## src/rtl/instruction_line_unpacker.sv

```systemverilog
// Fetch-side unpacker: buffers wide instruction-memory lines in a small FIFO
// and emits one decoded instruction per cycle with its PC and class flags.
module instruction_line_unpacker #(
  parameter int INSTRUCTION_WIDTH = 16,
  parameter int TYPE_WIDTH        = 3,
  parameter int LINE_INSTRS       = 4,
  parameter int PC_WIDTH          = 9,
  parameter int DEPTH             = 2,
  parameter int STOP_AT_FLOW      = 1
) (
  input  logic                                    clk,
  input  logic                                    rst,
  input  logic                                    line_valid,
  output logic                                    line_ready,
  input  logic [LINE_INSTRS*INSTRUCTION_WIDTH-1:0] line_data,
  input  logic [PC_WIDTH-1:0]                     line_pc,
  input  logic                                    flush,
  output logic                                    out_valid,
  input  logic                                    out_ready,
  output logic [PC_WIDTH-1:0]                     out_pc,
  output logic [TYPE_WIDTH-1:0]                   out_type,
  output logic [INSTRUCTION_WIDTH-TYPE_WIDTH-1:0] out_data,
  output logic                                    out_is_branch,
  output logic                                    out_is_terminal,
  output logic                                    out_illegal
);

  localparam int SW = $clog2(LINE_INSTRS);
  localparam int PW = $clog2(DEPTH);
  localparam int OW = INSTRUCTION_WIDTH - TYPE_WIDTH;
  localparam int LW = LINE_INSTRS * INSTRUCTION_WIDTH;
  localparam int BW = PC_WIDTH - SW;

  logic [LW-1:0]            mem_data_r  [DEPTH];
  logic [BW-1:0]            mem_base_r  [DEPTH];
  logic [SW-1:0]            mem_start_r [DEPTH];
  logic [PW-1:0]            wr_ptr_r;
  logic [PW-1:0]            rd_ptr_r;
  logic [PW:0]              count_r;
  logic [SW-1:0]            slot_r;

  logic                     valid_s;
  logic                     push_s;
  logic                     hs_s;
  logic                     pop_s;
  logic                     last_slot_s;
  logic                     flow_stop_s;
  logic [PW-1:0]            next_rd_s;
  logic [LW-1:0]            head_line_s;
  logic [INSTRUCTION_WIDTH-1:0] head_instr_s;
  logic [TYPE_WIDTH-1:0]    type_s;
  logic                     is_jmp_s;
  logic                     is_split_s;
  logic                     is_term_s;
  logic                     is_illegal_s;

  assign valid_s     = (count_r != {(PW+1){1'b0}});
  assign line_ready  = (count_r < (PW+1)'(DEPTH)) && !flush && !rst;
  assign push_s      = line_valid && line_ready;
  assign hs_s        = valid_s && out_ready && !flush;
  assign last_slot_s = (slot_r == SW'(LINE_INSTRS - 1));
  assign next_rd_s   = rd_ptr_r + PW'(1);
  assign head_line_s = mem_data_r[rd_ptr_r];

  // Select the current slot of the head line and classify its opcode.
  always_comb begin
    head_instr_s = head_line_s[int'(slot_r)*INSTRUCTION_WIDTH +: INSTRUCTION_WIDTH];
    type_s       = head_instr_s[INSTRUCTION_WIDTH-1 -: TYPE_WIDTH];
    is_split_s   = (type_s == TYPE_WIDTH'(1));
    is_jmp_s     = (type_s == TYPE_WIDTH'(3));
    is_term_s    = (type_s == TYPE_WIDTH'(0)) || (type_s == TYPE_WIDTH'(4)) ||
                   (type_s == TYPE_WIDTH'(6));
    is_illegal_s = (type_s > TYPE_WIDTH'(7));
  end

  // SPLIT falls through to the next slot, so only JMP and terminals cut a line short.
  assign flow_stop_s = (STOP_AT_FLOW != 0) && (is_jmp_s || is_term_s);
  assign pop_s       = hs_s && (last_slot_s || flow_stop_s);

  // Decoded output view of the head slot, forced to zero while empty.
  always_comb begin
    out_valid       = valid_s;
    out_pc          = {PC_WIDTH{1'b0}};
    out_type        = {TYPE_WIDTH{1'b0}};
    out_data        = {OW{1'b0}};
    out_is_branch   = 1'b0;
    out_is_terminal = 1'b0;
    out_illegal     = 1'b0;
    if (valid_s) begin
      out_pc          = {mem_base_r[rd_ptr_r], slot_r};
      out_type        = type_s;
      out_data        = head_instr_s[OW-1:0];
      out_is_branch   = is_split_s || is_jmp_s;
      out_is_terminal = is_term_s;
      out_illegal     = is_illegal_s;
    end else begin
      out_pc          = {PC_WIDTH{1'b0}};
    end
  end

  // Line storage; contents are only observed through occupied entries.
  always_ff @(posedge clk) begin
    if (push_s) begin
      mem_data_r[wr_ptr_r]  <= line_data;
      mem_base_r[wr_ptr_r]  <= line_pc[PC_WIDTH-1:SW];
      mem_start_r[wr_ptr_r] <= line_pc[SW-1:0];
    end
  end

  // Pointers, occupancy and head slot counter.
  always_ff @(posedge clk or posedge rst) begin
    if (rst) begin
      wr_ptr_r <= {PW{1'b0}};
      rd_ptr_r <= {PW{1'b0}};
      count_r  <= {(PW+1){1'b0}};
      slot_r   <= {SW{1'b0}};
    end else if (flush) begin
      wr_ptr_r <= {PW{1'b0}};
      rd_ptr_r <= {PW{1'b0}};
      count_r  <= {(PW+1){1'b0}};
      slot_r   <= {SW{1'b0}};
    end else begin
      if (push_s) wr_ptr_r <= wr_ptr_r + PW'(1);
      if (pop_s)  rd_ptr_r <= next_rd_s;
      case ({push_s, pop_s})
        2'b10:   count_r <= count_r + (PW+1)'(1);
        2'b01:   count_r <= count_r - (PW+1)'(1);
        default: count_r <= count_r;
      endcase
      // A line pushed while the last buffered one pops is not in storage yet.
      if (pop_s) begin
        if (count_r == (PW+1)'(1)) slot_r <= push_s ? line_pc[SW-1:0] : {SW{1'b0}};
        else                        slot_r <= mem_start_r[next_rd_s];
      end else if (hs_s) begin
        slot_r <= slot_r + SW'(1);
      end else if (push_s && !valid_s) begin
        slot_r <= line_pc[SW-1:0];
      end else begin
        slot_r <= slot_r;
      end
    end
  end

endmodule

```

## config.mk

```make
export PLATFORM = sky130hd
export DESIGN_NAME = instruction_line_unpacker
export DESIGN_NICKNAME = d
export VERILOG_FILES = /design/src/rtl/instruction_line_unpacker.sv
export SDC_FILE = /design/constraint.sdc
export NUM_CORES = 1
export LEC_CHECK = 0
export BUFFER_PORTS_ARGS = -buffer_cell sky130_fd_sc_hd__buf_2
export CORE_MARGIN = 4
export CORE_UTILIZATION = 45
export CTS_CLUSTER_DIAMETER = 80
export DETAILED_ROUTE_END_ITERATION = 8
export GPL_TIMING_DRIVEN = 0
export PLACE_DENSITY = 0.75
export SYNTH_ARGS = -nofsm -noshare
export SYNTH_HDL_FRONTEND = slang
export SYNTH_SLANG_ARGS = --single-unit
```

## constraint.sdc

```tcl
create_clock -name clk -period 5.6 [get_ports clk]
set_input_delay 1.12 -clock clk [delete_from_list [all_inputs] [get_ports clk]]
set_output_delay 1.12 -clock clk [all_outputs]
set_load 0.01 [all_outputs]
```

**Word level (Yosys, flattened, before mapping)**

Memories as Yosys holds them, arrays and structs flattened.
Cells that the tools add are included.

- Word-level logic and storage cells: 64
- Register bits after elaboration: 6
- Output and inout port bits: 30
- Memories kept: 3
- Input port bits: 78
- Bits in writable memories: 146

Memory list:

| name | depth | width | read ports | clocked after memory_dff | wr ports | line | text |
|---|---|---|---|---|---|---|---|
| mem_data_r | 2 | 64 | 1 | 0 | 1 | 34 | `logic [LW-1:0] mem_data_r [DEPTH];` |
| mem_base_r | 2 | 7 | 1 | 0 | 1 | 35 | `logic [BW-1:0] mem_base_r [DEPTH];` |
| mem_start_r | 2 | 2 | 1 | 0 | 1 | 36 | `logic [SW-1:0] mem_start_r [DEPTH];` |

- Mux-type cells: 20
- Equality and inequality tests: 8
- Shift operators: 1
- Add/subtract/negate cells: 5
- Reduce and logical (&&, ||, !) cells: 21
- Magnitude comparators: 2

Operator list:

| kind | count |
|---|---|
| variable part select 64 x 7 -> 16 bit | 1 |
| 2-to-1 mux 2 bit | 7 |
| 2-to-1 mux 13 bit | 1 |
| 2-to-1 mux 1 bit | 9 |
| 2-to-1 mux 9 bit | 1 |
| logical AND 1 bit | 7 |
| equality test 3 bit (second input constant) | 2 |
| nonzero test 2 bit | 3 |
| logical OR 1 bit | 5 |
| adder 2 x 1 -> 2 bit (second input constant) | 2 |
| equality test 2 x 1 -> 1 bit (second input constant) | 2 |
| equality test 2 bit (second input constant) | 2 |
| case mux 2 bit (2 select lines) | 1 |
| nonzero test 4 bit | 1 |
| equality test 3 x 1 -> 1 bit (second input constant) | 1 |
| equality test 3 x 2 -> 1 bit (second input constant) | 1 |
| > comparator 3 bit (second input constant) | 1 |
| logical NOT 1 bit | 3 |
| logical NOT 3 bit | 1 |
| 2-to-1 mux 3 bit | 1 |
| nonzero test 3 bit | 1 |
| adder 1 bit (second input constant) | 2 |
| < comparator 2 bit (second input constant) | 1 |
| subtractor 2 x 1 -> 2 bit (second input constant) | 1 |

**Logic depth before layout (Yosys ltp)**

Gate-level depths: netlist of run 1.
An unclocked memory read counts as a cell.

- Word-level depth: 11
- Depth in mapped cells: 8
- Gate-level depth less buffers: 7

**Worst setup path after synthesis of run 1**

No wires, ideal clock.

- Kind: input-to-reg
- Start point: in flush
- End point: mem mem_base_r[0][0] in the netlist's numbering (enable)
- Slack: -327 ps
- Stages: 5
- Required time: 5,087 ps
- Arrival: 5,414 ps
- Buffers on the path: 2
- Path through: clkbuf_1 nor3_1 and2_1 clkbuf_1 nor2b_1

- Word-level cells in the longest chain between the ends: 6

Ends and longest elaborated chain:

| item | line | text |
|---|---|---|
| start, declared | 17 | `input logic flush,` |
| logical NOT 1 bit | 58 | `assign line_ready = (count_r < (PW+1)'(DEPTH)) && !flush && !rst;` |
| logical AND 1 bit (2 in series) | 58 |  |
| via line_ready | 14 | `output logic line_ready,` |
| logical AND 1 bit | 59 | `assign push_s = line_valid && line_ready;` |
| 2-to-1 mux 1 bit | 103 | `if (push_s) begin` |
| 2-to-1 mux 1 bit (implied by the code) | 105 | `mem_base_r[wr_ptr_r] <= line_pc[PC_WIDTH-1:SW];` |
| end, declared | 35 |  |

The timed path passes the listed nets, and every way through them passes these cells.

**Final worst setup path of run 1**

- Start point: reg slot_r[0]
- End point: out out_data[11]

- Word-level cells in the longest chain between the ends: 2

Ends and longest elaborated chain:

| item | line | text |
|---|---|---|
| start, declared | 40 | `logic [SW-1:0] slot_r;` |
| start signal, assigned | 116 | `slot_r <= {SW{1'b0}};` |
| start signal, assigned | 121 | `slot_r <= {SW{1'b0}};` |
| start signal, assigned | 132 | `if (count_r == (PW+1)'(1)) slot_r <= push_s ? line_pc[SW-1:0] : {SW{1'b0}};` |
| variable part select 64 x 7 -> 16 bit | 67 | `head_instr_s = head_line_s[int'(slot_r)*INSTRUCTION_WIDTH +: INSTRUCTION_WIDTH];` |
| 2-to-1 mux 13 bit | 89 | `if (valid_s) begin` |
| end, declared | 22 | `output logic [INSTRUCTION_WIDTH-TYPE_WIDTH-1:0] out_data,` |

Every way passes these cells.

==> key figures, run 1 <==
Job
  • Max cap viols: 0

STA
  • Worst Max-Slew Pin Slew: roughly 0.89 ns
  • Fmax: 243 MHz
  • Fin. max-slew vios: 0
  • Tcrit/Tclk final: 73.4%
  • Minimum clock period: 4.11 ns
  • Max_slew headroom: between 40% and 50%
  • TNS Setup: 0 ns
  • Final setup viols: 0
  • Hold Vio Cnt, Final: 0
  • Clk_skew: about 0.0043 ns
  • Unrepaired setup endpoints after global routing: no

Synthesis
  • Synth Area in Compound Gates: between 1 and 1.5%
  • Post-Syn Nets: about 380
  • Simple-Gate Fraction of Synth Area: 3.95%
  • Gate count of the mapped netlist: 300
  • Ys Warns: 0
  • Cell variety after synth: 30
  • Top post-synthesis cells by area: edfxtp_1, mux4_2, mux2i_1
  • #FFs+latches synth: around 150
  • Leading area contributor after synthesis: edfxtp_1
  • Share of the synthesized area in the top cell type: between 70 and 80%
  • Xor/xnor share of the synthesized area: 0.436%
  • Post-synthesis mux area share: 16.7%
  • Register area share after synthesis: 75.3%
  • Main combinational cell family by area after synthesis: multiplexers
  • Mapped Area: between 6000 and 7000 µm²
  • Syn_area_per_cell: 20.1 µm²
  • Adder-Cell Fraction of Synth Area: 0.623%

Setup path
  • Critical setup path kind: register to primary output
  • Critical Path RT: about 4.5 ns
  • CP max stage delay: 0.64 ns
  • Critical R2R Capture: count_r[1]
  • Crit. End Element: primary output
  • Crit-path slowest cell: clkbuf_1
  • Critical R2R Launch: slot_r[1]
  • Cell mode on critical path: buf_2
  • Crit path cell chain: buf_2 > buf_1 > clkbuf_1 > mux4_2 > mux2i_1 > nor2_1 > buf_2
  • R2r worst-path depth: 7
  • Register-to-Register Setup Slack: 3.17 ns
  • Startpoint Class: register
  • WP data arrival: 2.99 ns
  • CP Max Fanout: 10

GRT
  • First-pass GRT wire length: between 15 and 20 mm
  • Total Routing Usage GR: approximately 16%
  • Largest net degree at the start of global routing: 39
  • Gr ovfl total: 0
  • Vias in the first global route: 3,325
  • Initial antenna violation count: 0

Clock tree
  • Max Root-Sink Buffers: 2
  • Reg clk slew, reported paths: around 0.06 ns
  • Hold Buf Count CTS: 0
  • TritonCTS buffer count: 17
  • CTS tree: done
  • Clk Latency, worst-skew pair: between 0.4 and 0.5 ns
  • Post-cts resize count: 0
  • CTS root buffer: clkbuf_16
  • H-tree levels: 4
  • Setup Buffers After CTS: 0
  • Clock sink count: 152

Die
  • Io pins: 108
  • Std-Cell Rows: 42
  • Starting Density: 45.7%
  • Core outline area: 13,200 µm²
  • Die width: 124 µm
  • Die Y: 124 µm
  • Die area: between 15,000 and 20,000 µm²

Min path
  • Hold Path Class: input port to async pin

Placement
  • DP Wirelength: 7.73 mm
  • Cell Area, Placed: 6840 µm²
  • Final GP Congestion: 0.836
  • PortBufs: ~110

Drt
  • Initial DRC Count: 159
  • Wirelength per Cell: 18.3 µm
  • Via count: 3,154
  • DRC Markers: 0
  • Via/cell ratio: 5.13
  • DRT Pass-1 Iters: 4
  • Final ANT Viol Nets: 0
  • Routed Wire Length: 11.3 mm

Cells and area
  • Share of cells above drive strength 1: about two fifths
  • Non-Filler Cell Area, Final: 7380 µm²
  • Net count, final: 508
  • Synthesis-to-finish area growth: 22.6%
  • Diodes inserted: 0

Pwr
  • P_leak: 2.61 nW
  • VDD IR max: 218 µV
  • PwrDens: 348 nW/µm²

Run status
  • Status: complete, no violations
logic make-up after synthesis:
logic type | after synthesis
other | 1
flip-flops | 152
adder cells (fa/ha/maj) | 3
XOR/XNOR | 3
buffers and inverters | 21
AND/OR/NAND/NOR | 51
AO/OA/AOI/OAI | 9
multiplexers | 60
report_power, final:
group | internal [mW] | switching, mW
clock network | 0.643 | 0.405
registers | 1.28 | 0.00783
logic | 0.111 | 0.128
cell usage after synthesis (all sizes together):
library cell  number
edfxtp           146
mux4              32
nor2              29
mux2i             26
buf               10
clkbuf             7
dfrtp              6
and2               4
inv                4
nor3               4
ha                 3
nand2              3
nand3              3
nor2b              3
o21ai              3
xnor2              3
a21oi              2
a311oi             2
mux2               2
nand2b             2
nand3b             2
and3               1
conb               1
o21a               1
o31ai              1
metal layers:
metal | part of all wire (%) | track usage, %
met2 | 51 | 26.1
met4 | 0.92 | 5.61
met3 | 6.0 | 4.68
met5 | 0 | 0
met1 | 42 | 19.7
critical path, delay by kind of cell (launching register included):
| family | cells | cell delay, ns |
|---|---|---|
| simple gates | 1 | 0.09 |
| buf+inv | 4 | 1.58 |
| mux | 2 | 0.56 |
| flops | 1 | 0.35 |
through the flow:
step           util (%)  cells  hold slack, ns  total power, mW  setup slack [ns]
6_report           56.0    615           0.630             2.57              1.49
5_1_grt            56.0    615           0.631             2.67              1.26
4_1_cts            56.0    615           0.614             2.60              1.37
3_5_place_dp       51.9    584           0.628             1.55              1.84
3_3_place_gp       51.3    581           0.560             1.54             0.151
2_1_floorplan         -    300           0.541             1.46              1.06
registers in the layout (all words and copies together) (netlist names):
name / cells
mem_base_r: 14
slot_r: 2
count_r: 2
wr_ptr_r: 1
rd_ptr_r: 1
mem_start_r: 4
mem_data_r: 128
worst max-delay path by stage:
stage | startpoint | end | slack, ns | cells after the start
floorplan | flush | mem_base_r[0][0] | 1.06 | 5
global route | slot_r[0] | out_data[11] | 1.26 | 7
finish | slot_r[0] | out_data[11] | 1.49 | 7
global placement | flush | mem_data_r[0][21] | 0.15 | 5
CTS | slot_r[0] | out_data[11] | 1.37 | 7
detailed placement | slot_r[0] | out_data[11] | 1.84 | 7
placed cells by master (no fill, tap or decap), types with 2 or more instances in the layout:
cell type / Yosys / routed
and2_1: 4 / 4
ha_1: 3 / 3
mux4_2: 32 / 32
nor3_1: 3 / 3
mux2i_1: 26 / 26
clkinv_1: 0 / 3
nor2_1: 29 / 29
bufinv_16: 0 / 2
dfrtp_1: 6 / 6
a21oi_1: 2 / 2
nand2_1: 3 / 3
o21ai_0: 3 / 3
nor2b_1: 3 / 2
nand3_1: 3 / 3
buf_2: 5 / 110
a311oi_1: 2 / 2
nand2b_1: 2 / 2
clkinv_2: 0 / 6
buf_1: 3 / 3
clkbuf_16: 0 / 17
xnor2_1: 3 / 3
edfxtp_1: 146 / 146
buf_12: 0 / 3
clkbuf_1: 7 / 9
inv_1: 4 / 4
nand3b_1: 2 / 2
layout make-up:
cell class                      instances  area (µm²)
Buffer                                 17        81.3
Clock buffer                           19         433
Clock inverter                         12         110
Fill cell                            1036        5810
Inverter                                4        15.0
Multi-Input combinational cell        127        1400
Sequential cell                       152        4530
Tap cell                              176         220
Timing Repair Buffer                  108         586
No activity file was read; power rests on OpenSTA's default activity.
==> inputs of run 2 (changes only) <==
==> constraint.sdc (replaced) <==
create_clock -name clk -period 3.8 [get_ports clk]
set_input_delay 0.76 -clock clk [delete_from_list [all_inputs] [get_ports clk]]
set_output_delay 0.76 -clock clk [all_outputs]
set_load 0.01 [all_outputs]
==> key figures, run 2 (same netlist as run 1, synthesis figures left out) <==
Run status
  • Status: complete, no violations

Clock tree
  • TritonCTS buffer count: 17
  • H-tree levels: 4
  • Reg clk slew, reported paths: ~0.06 ns
  • Clock sink count: 152
  • CTS root buffer: clkbuf_16
  • CTS tree: done
  • Max Root-Sink Buffers: 2
  • Clk Latency, worst-skew pair: 0.42 ns
  • Hold Buf Count CTS: 0

GRT
  • Initial antenna violation count: 0
  • Largest net degree at the start of global routing: 41
  • Vias in the first global route: between 3,000 and 4,000
  • Gr ovfl total: 0
  • First-pass GRT wire length: between 15 and 20 mm
  • Total Routing Usage GR: 15.9%

Setup path
  • Cell mode on critical path: buf_2
  • Critical path origin: rd_ptr_r
  • WP data arrival: 2.81 ns
  • Crit-path slowest cell: mux4_2
  • Buf+Inv Stages, Crit Path: 4
  • CP Max Fanout: 10
  • Startpoint Class: register
  • Critical R2R Launch: slot_r[1]
  • Critical setup path kind: register to primary output
  • CP delay by family, top: buffers and inverters
  • Crit path cell chain: buf_6 > buf_2 > buf_1 > mux4_2 > mux2i_1 > nor2_1 > buf_2
  • Critical Path RT: between 3 and 4 ns
  • Crit. End Element: primary output
  • CP max stage delay: about 0.6 ns

Pwr
  • Reg power frac: 46.2%
  • P_leak: 2.66 nW
  • Clock power share: 45.2%
  • Int Pwr: about 3.3 mW
  • Pwr Total: 4.10 mW
  • Switching Share: between 20% and 30%
  • P_sw: 0.833 mW
  • VDD IR max: 457 µV
  • Logic pwr share: between 8 and 9%
  • PwrDens: about 550 nW/µm²

Placement
  • Place WS: between 0.4 and 0.5 ns
  • DP Wirelength: 7.69 mm
  • PortBufs: 105
  • Final GP Congestion: 0.782
  • Placed Instances: 584
  • Cell Area, Placed: 6840 µm²

Cells and area
  • Commonest non-fill, non-tap cells in the layout: edfxtp_1, buf_2, mux4_2
  • Top Registers: mem_data_r: 128 flops, mem_base_r: 14 flops, mem_start_r: 4 flops
  • Share of cells above drive strength 1: 42.0%
  • Final instance count without filler cells: roughly 600
  • Layout Utilization: 56.9%
  • Non-Filler Cell Area, Final: ~7500 µm²
  • Net count, final: 508
  • Commonest non-fill, non-tap cell in the layout: edfxtp_1
  • Reg with most FFs: mem_data_r
  • Synthesis-to-finish area growth: 24.6%
  • Max reg flops: around 130

Drt
  • DRC Markers: 0
  • Final ANT Viol Nets: 0
  • Via/cell ratio: 5.15
  • DRT Pass-1 Iters: 4
  • Routed Wire Length: 11.3 mm
  • Wirelength per Cell: 18.3 µm
  • Via count: approximately 3,200
  • Initial DRC Count: 154

Die
  • Std-Cell Rows: 42
  • Die area: between 15,000 and 20,000 µm²
  • Die Y: ~120 µm
  • Core outline area: roughly 13,000 µm²
  • Io pins: around 110
  • Starting Density: around 46%
  • Die width: 124 µm

STA
  • Clk_skew: 0.00461 ns
  • Worst Max-Slew Pin Slew: between 0.8 and 0.9 ns
  • Final setup viols: 0
  • TNS Setup: 0 ns
  • Max_slew headroom: 42.2%
  • Setup ws final: about 0.23 ns
  • Fin. max-slew vios: 0
  • Tcrit/Tclk final: between 90% and 100%
  • Worst Hold Slack: 0.268 ns
  • Fmax: 280 MHz
  • Unrepaired setup endpoints after global routing: no
  • Minimum clock period: 3.57 ns
  • Hold Vio Cnt, Final: 0

Min path
  • Hold Path Class: input port to async pin

Job
  • Max cap viols: 0
[run 2: cell types whose count changed in the layout (fill, tap and decap cells not counted)]
| cell | delta |
|---|---|
| clkbuf_1 | -3 |
| clkinv_2 | -2 |
| diode_2 | +1 |
| bufinv_16 | +4 |
| clkinv_1 | -1 |
| clkinvlp_4 | +2 |
| clkbuf_2 | +1 |
[run 2: what timing repair did]
action	4_1_cts	5_1_grt
resized for setup	1	0
buffers inserted	0	0
setup endpoints to repair	7	0
[run 2: worst reg2reg max path, stage by stage (launching register included)]
cell and delay, ns:
dfrtp_1 0.41, buf_2 0.34, mux4_2 0.35, mux2i_1 0.42
nor3_2 0.12, nor3_1 0.29, nand3_1 0.13, a311oi_1 0.29
[run 2: power by group through the flow]
| stage | Combinational (mW) | Sequential, mW | Clock (mW) |
|---|---|---|---|
| floorplan | 0.220 | 1.92 | 0 |
| global placement | 0.346 | 1.93 | 0 |
| detailed placement | 0.361 | 1.93 | 0 |
| CTS | 0.363 | 1.89 | 1.90 |
| global route | 0.390 | 1.89 | 1.97 |
| finish | 0.354 | 1.89 | 1.85 |
[run 2: path summary, 6_finish.rpt]
check | to | slack [ns] | depth (start not counted)
worst max register to register | slot_r[1] | 1.34 | 7
worst min register to register | wr_ptr_r | 0.65 | 2
min in group clk | mem_data_r[0][5] | 0.52 | 1
worst min-delay path | slot_r[0] | 0.27 | 2
worst max-delay path | out_data[11] | 0.23 | 7
max in group asynchronous | wr_ptr_r | 3.32 | 2
[run 2: routing by layer]
layer | track usage [%] | vias up | routed length, µm
met4 | 7.27 | 0 | 220
met1 | 20.1 | 1597 | 4620
met3 | 4.13 | 20 | 665
li1 | - | 1456 | -
met5 | 0 | - | 0
met2 | 25.8 | 104 | 5780
[run 2: final cells by class]
type                    count  area, µm²
flip-flops and latches    152       4530
inverters                   4       15.0
well taps                 176        220
multi-input cells         127       1400
repair buffers            108        586
clock buffers              17        425
fillers                  1055       5690
diodes                      1       2.50
clock inverters            15        231
plain buffers              17       82.6
==> inputs of run 3 (changes only) <==
--- a/config.mk
+++ b/config.mk
@@ -6,9 +6,11 @@
 export NUM_CORES = 1
 export LEC_CHECK = 0
 export BUFFER_PORTS_ARGS = -buffer_cell sky130_fd_sc_hd__buf_2
+export CORE_ASPECT_RATIO = 0.5
 export CORE_MARGIN = 4
 export CORE_UTILIZATION = 45
 export CTS_CLUSTER_DIAMETER = 80
+export CTS_CLUSTER_SIZE = 8
 export DETAILED_ROUTE_END_ITERATION = 8
 export GPL_TIMING_DRIVEN = 0
 export PLACE_DENSITY = 0.75
==> constraint.sdc (replaced) <==
create_clock -name clk -period 3.8 [get_ports clk]
set_input_delay 0.76 -clock clk [delete_from_list [all_inputs] [get_ports clk]]
set_output_delay 0.76 -clock clk [all_outputs]
set_load 0.1 [all_outputs]
==> key figures, run 3 (same netlist as run 1, synthesis figures left out) <==
Run status
  • Status: complete, no violations

Clock tree
  • Clk Latency, worst-skew pair: 0.41 ns
  • Setup Buffers After CTS: 0
  • H-tree levels: 4
  • Max Root-Sink Buffers: 2
  • Reg clk slew, reported paths: 0.06 ns
  • CTS root buffer: clkbuf_16
  • Clock sink count: 152
  • Hold Buf Count CTS: 0
  • CTS tree: done
  • TritonCTS buffer count: 17

Die
  • Io pins: 108
  • Die width: 172 µm
  • Die Y: approximately 90 µm
  • Core outline area: 12,900 µm²
  • Std-Cell Rows: 29
  • Die area: 15,400 µm²
  • Starting Density: 46.8%

Pwr
  • P_leak: 2.65 nW
  • VDD IR max: around 300 µV
  • PwrDens: about 550 nW/µm²
  • Pwr Total: 4.13 mW

Setup path
  • R2r worst-path depth: 7
  • Crit. End Element: primary output
  • Critical Path RT: approximately 3.0 ns
  • Register-to-Register Setup Slack: 1.29 ns
  • Critical R2R Capture: slot_r[1]
  • Startpoint Class: register
  • WP data arrival: 2.76 ns
  • Critical R2R Launch: slot_r[1]
  • Critical setup path kind: register to primary output
  • CP Max Fanout: 10

STA
  • Tcrit/Tclk final: 92.7%
  • Minimum clock period: between 3 and 4 ns
  • Fin. max-slew vios: 0
  • Unrepaired setup endpoints after global routing: no
  • Final setup viols: 0
  • Clk_skew: 0.00924 ns
  • TNS Setup: 0 ns
  • Hold Vio Cnt, Final: 0
  • Max_slew headroom: approximately a third
  • Worst Max-Slew Pin Slew: 0.980 ns
  • Fmax: 284 MHz

Cells and area
  • Max reg flops: approximately 130
  • Synthesis-to-finish area growth: 23.8%
  • Non-Filler Cell Area, Final: around 7500 µm²
  • Net count, final: 508
  • Diodes inserted: 0
  • Reg with most FFs: mem_data_r
  • Top Registers: mem_data_r: 128 flops, mem_base_r: 14 flops, mem_start_r: 4 flops
  • Commonest non-fill, non-tap cell in the layout: edfxtp_1
  • Share of cells above drive strength 1: 42.4%
  • Commonest non-fill, non-tap cells in the layout: edfxtp_1, buf_2, mux4_2

GRT
  • Gr ovfl total: 0
  • Initial antenna violation count: 0
  • Total Routing Usage GR: 15.8%
  • Largest net degree at the start of global routing: 66
  • Vias in the first global route: 3,413
  • First-pass GRT wire length: 18.4 mm

Drt
  • Via/cell ratio: 5.17
  • Via count: 3,147
  • Routed Wire Length: approximately 12 mm
  • Initial DRC Count: 220
  • DRC Markers: 0
  • DRT Pass-1 Iters: 4
  • Wirelength per Cell: between 15 and 20 µm
  • Final ANT Viol Nets: 0

Placement
  • PortBufs: 105
  • Final GP Congestion: 0.755
  • DP Wirelength: 7.70 mm
  • Cell Area, Placed: around 6900 µm²

Job
  • Max cap viols: 0

Min path
  • Hold Path Class: input port to async pin
-- run 3: cell types whose count changed in the layout (fill, tap and decap cells not counted), sizes merged --
cell      change
clkinvlp      -2
diode         -1
bufinv        -2
buf           -1
clkinv        -1
clkbuf        +5
-- run 3: cell type report --
| type | count | area, µm² |
|---|---|---|
| well taps | 170 | 213 |
| repair buffers | 108 | 593 |
| inverters | 4 | 15.0 |
| clock inverters | 10 | 153 |
| flip-flops and latches | 152 | 4530 |
| multi-input cells | 127 | 1420 |
| fillers | 945 | 5430 |
| clock buffers | 21 | 440 |
| plain buffers | 17 | 86.3 |
-- run 3: how the worst max path moves through the flow --
stage                          from                 to  slack [ns]  cells past startpoint
after floorplan               flush   mem_base_r[0][0]        0.09                      5
after global placement        flush  mem_data_r[0][56]        0.05                      5
after detailed placement  slot_r[0]        out_data[9]        0.23                      7
after CTS                 slot_r[0]        out_data[8]        0.04                      7
after global routing       rd_ptr_r       out_data[11]        0.02                      7
final                      rd_ptr_r       out_data[11]        0.28                      7
-- run 3: repair_timing --
action / CTS / global route
endpoints found under the setup margin: 7 / 7
resized for setup: 2 / 1
endpoints found under the hold margin: 0 / 0
-- run 3: worst max-delay path, cell delays in order, from the launching register on --
cell and delay [ns]:
dfrtp_1 0.34, buf_6 0.14, buf_2 0.32, buf_2 0.43, mux4_2 0.57, mux2i_1 0.19, nor2_1 0.05, buf_2 0.32
-- run 3: metal layers --
metal	global-route usage (%)	wire, µm	up-vias
li1	-	-	1447
met1	20.4	4920	1622
met2	26.1	6100	70
met3	5.30	544	8
met4	3.96	64	0
met5	0	0	-
-- run 3: metrics by stage --
stage / util [%] / setup slack (ns) / hold slack, ns / instances
CTS: 57.9 / 0.0409 / 0.290 / 609
global placement: 52.7 / 0.0538 / 0.602 / 575
finish: 57.9 / 0.279 / 0.300 / 609
floorplan: - / 0.0869 / 0.551 / 300
global route: 57.9 / 0.0211 / 0.306 / 609
detailed placement: 53.2 / 0.227 / 0.629 / 578
-- run 3: power breakdown --
| part | total (mW) | switching [mW] | internal [mW] |
|---|---|---|---|
| sequential | 1.89 | 0.0117 | 1.88 |
| combinational | 0.545 | 0.380 | 0.165 |
| clock | 1.69 | 0.606 | 1.09 |
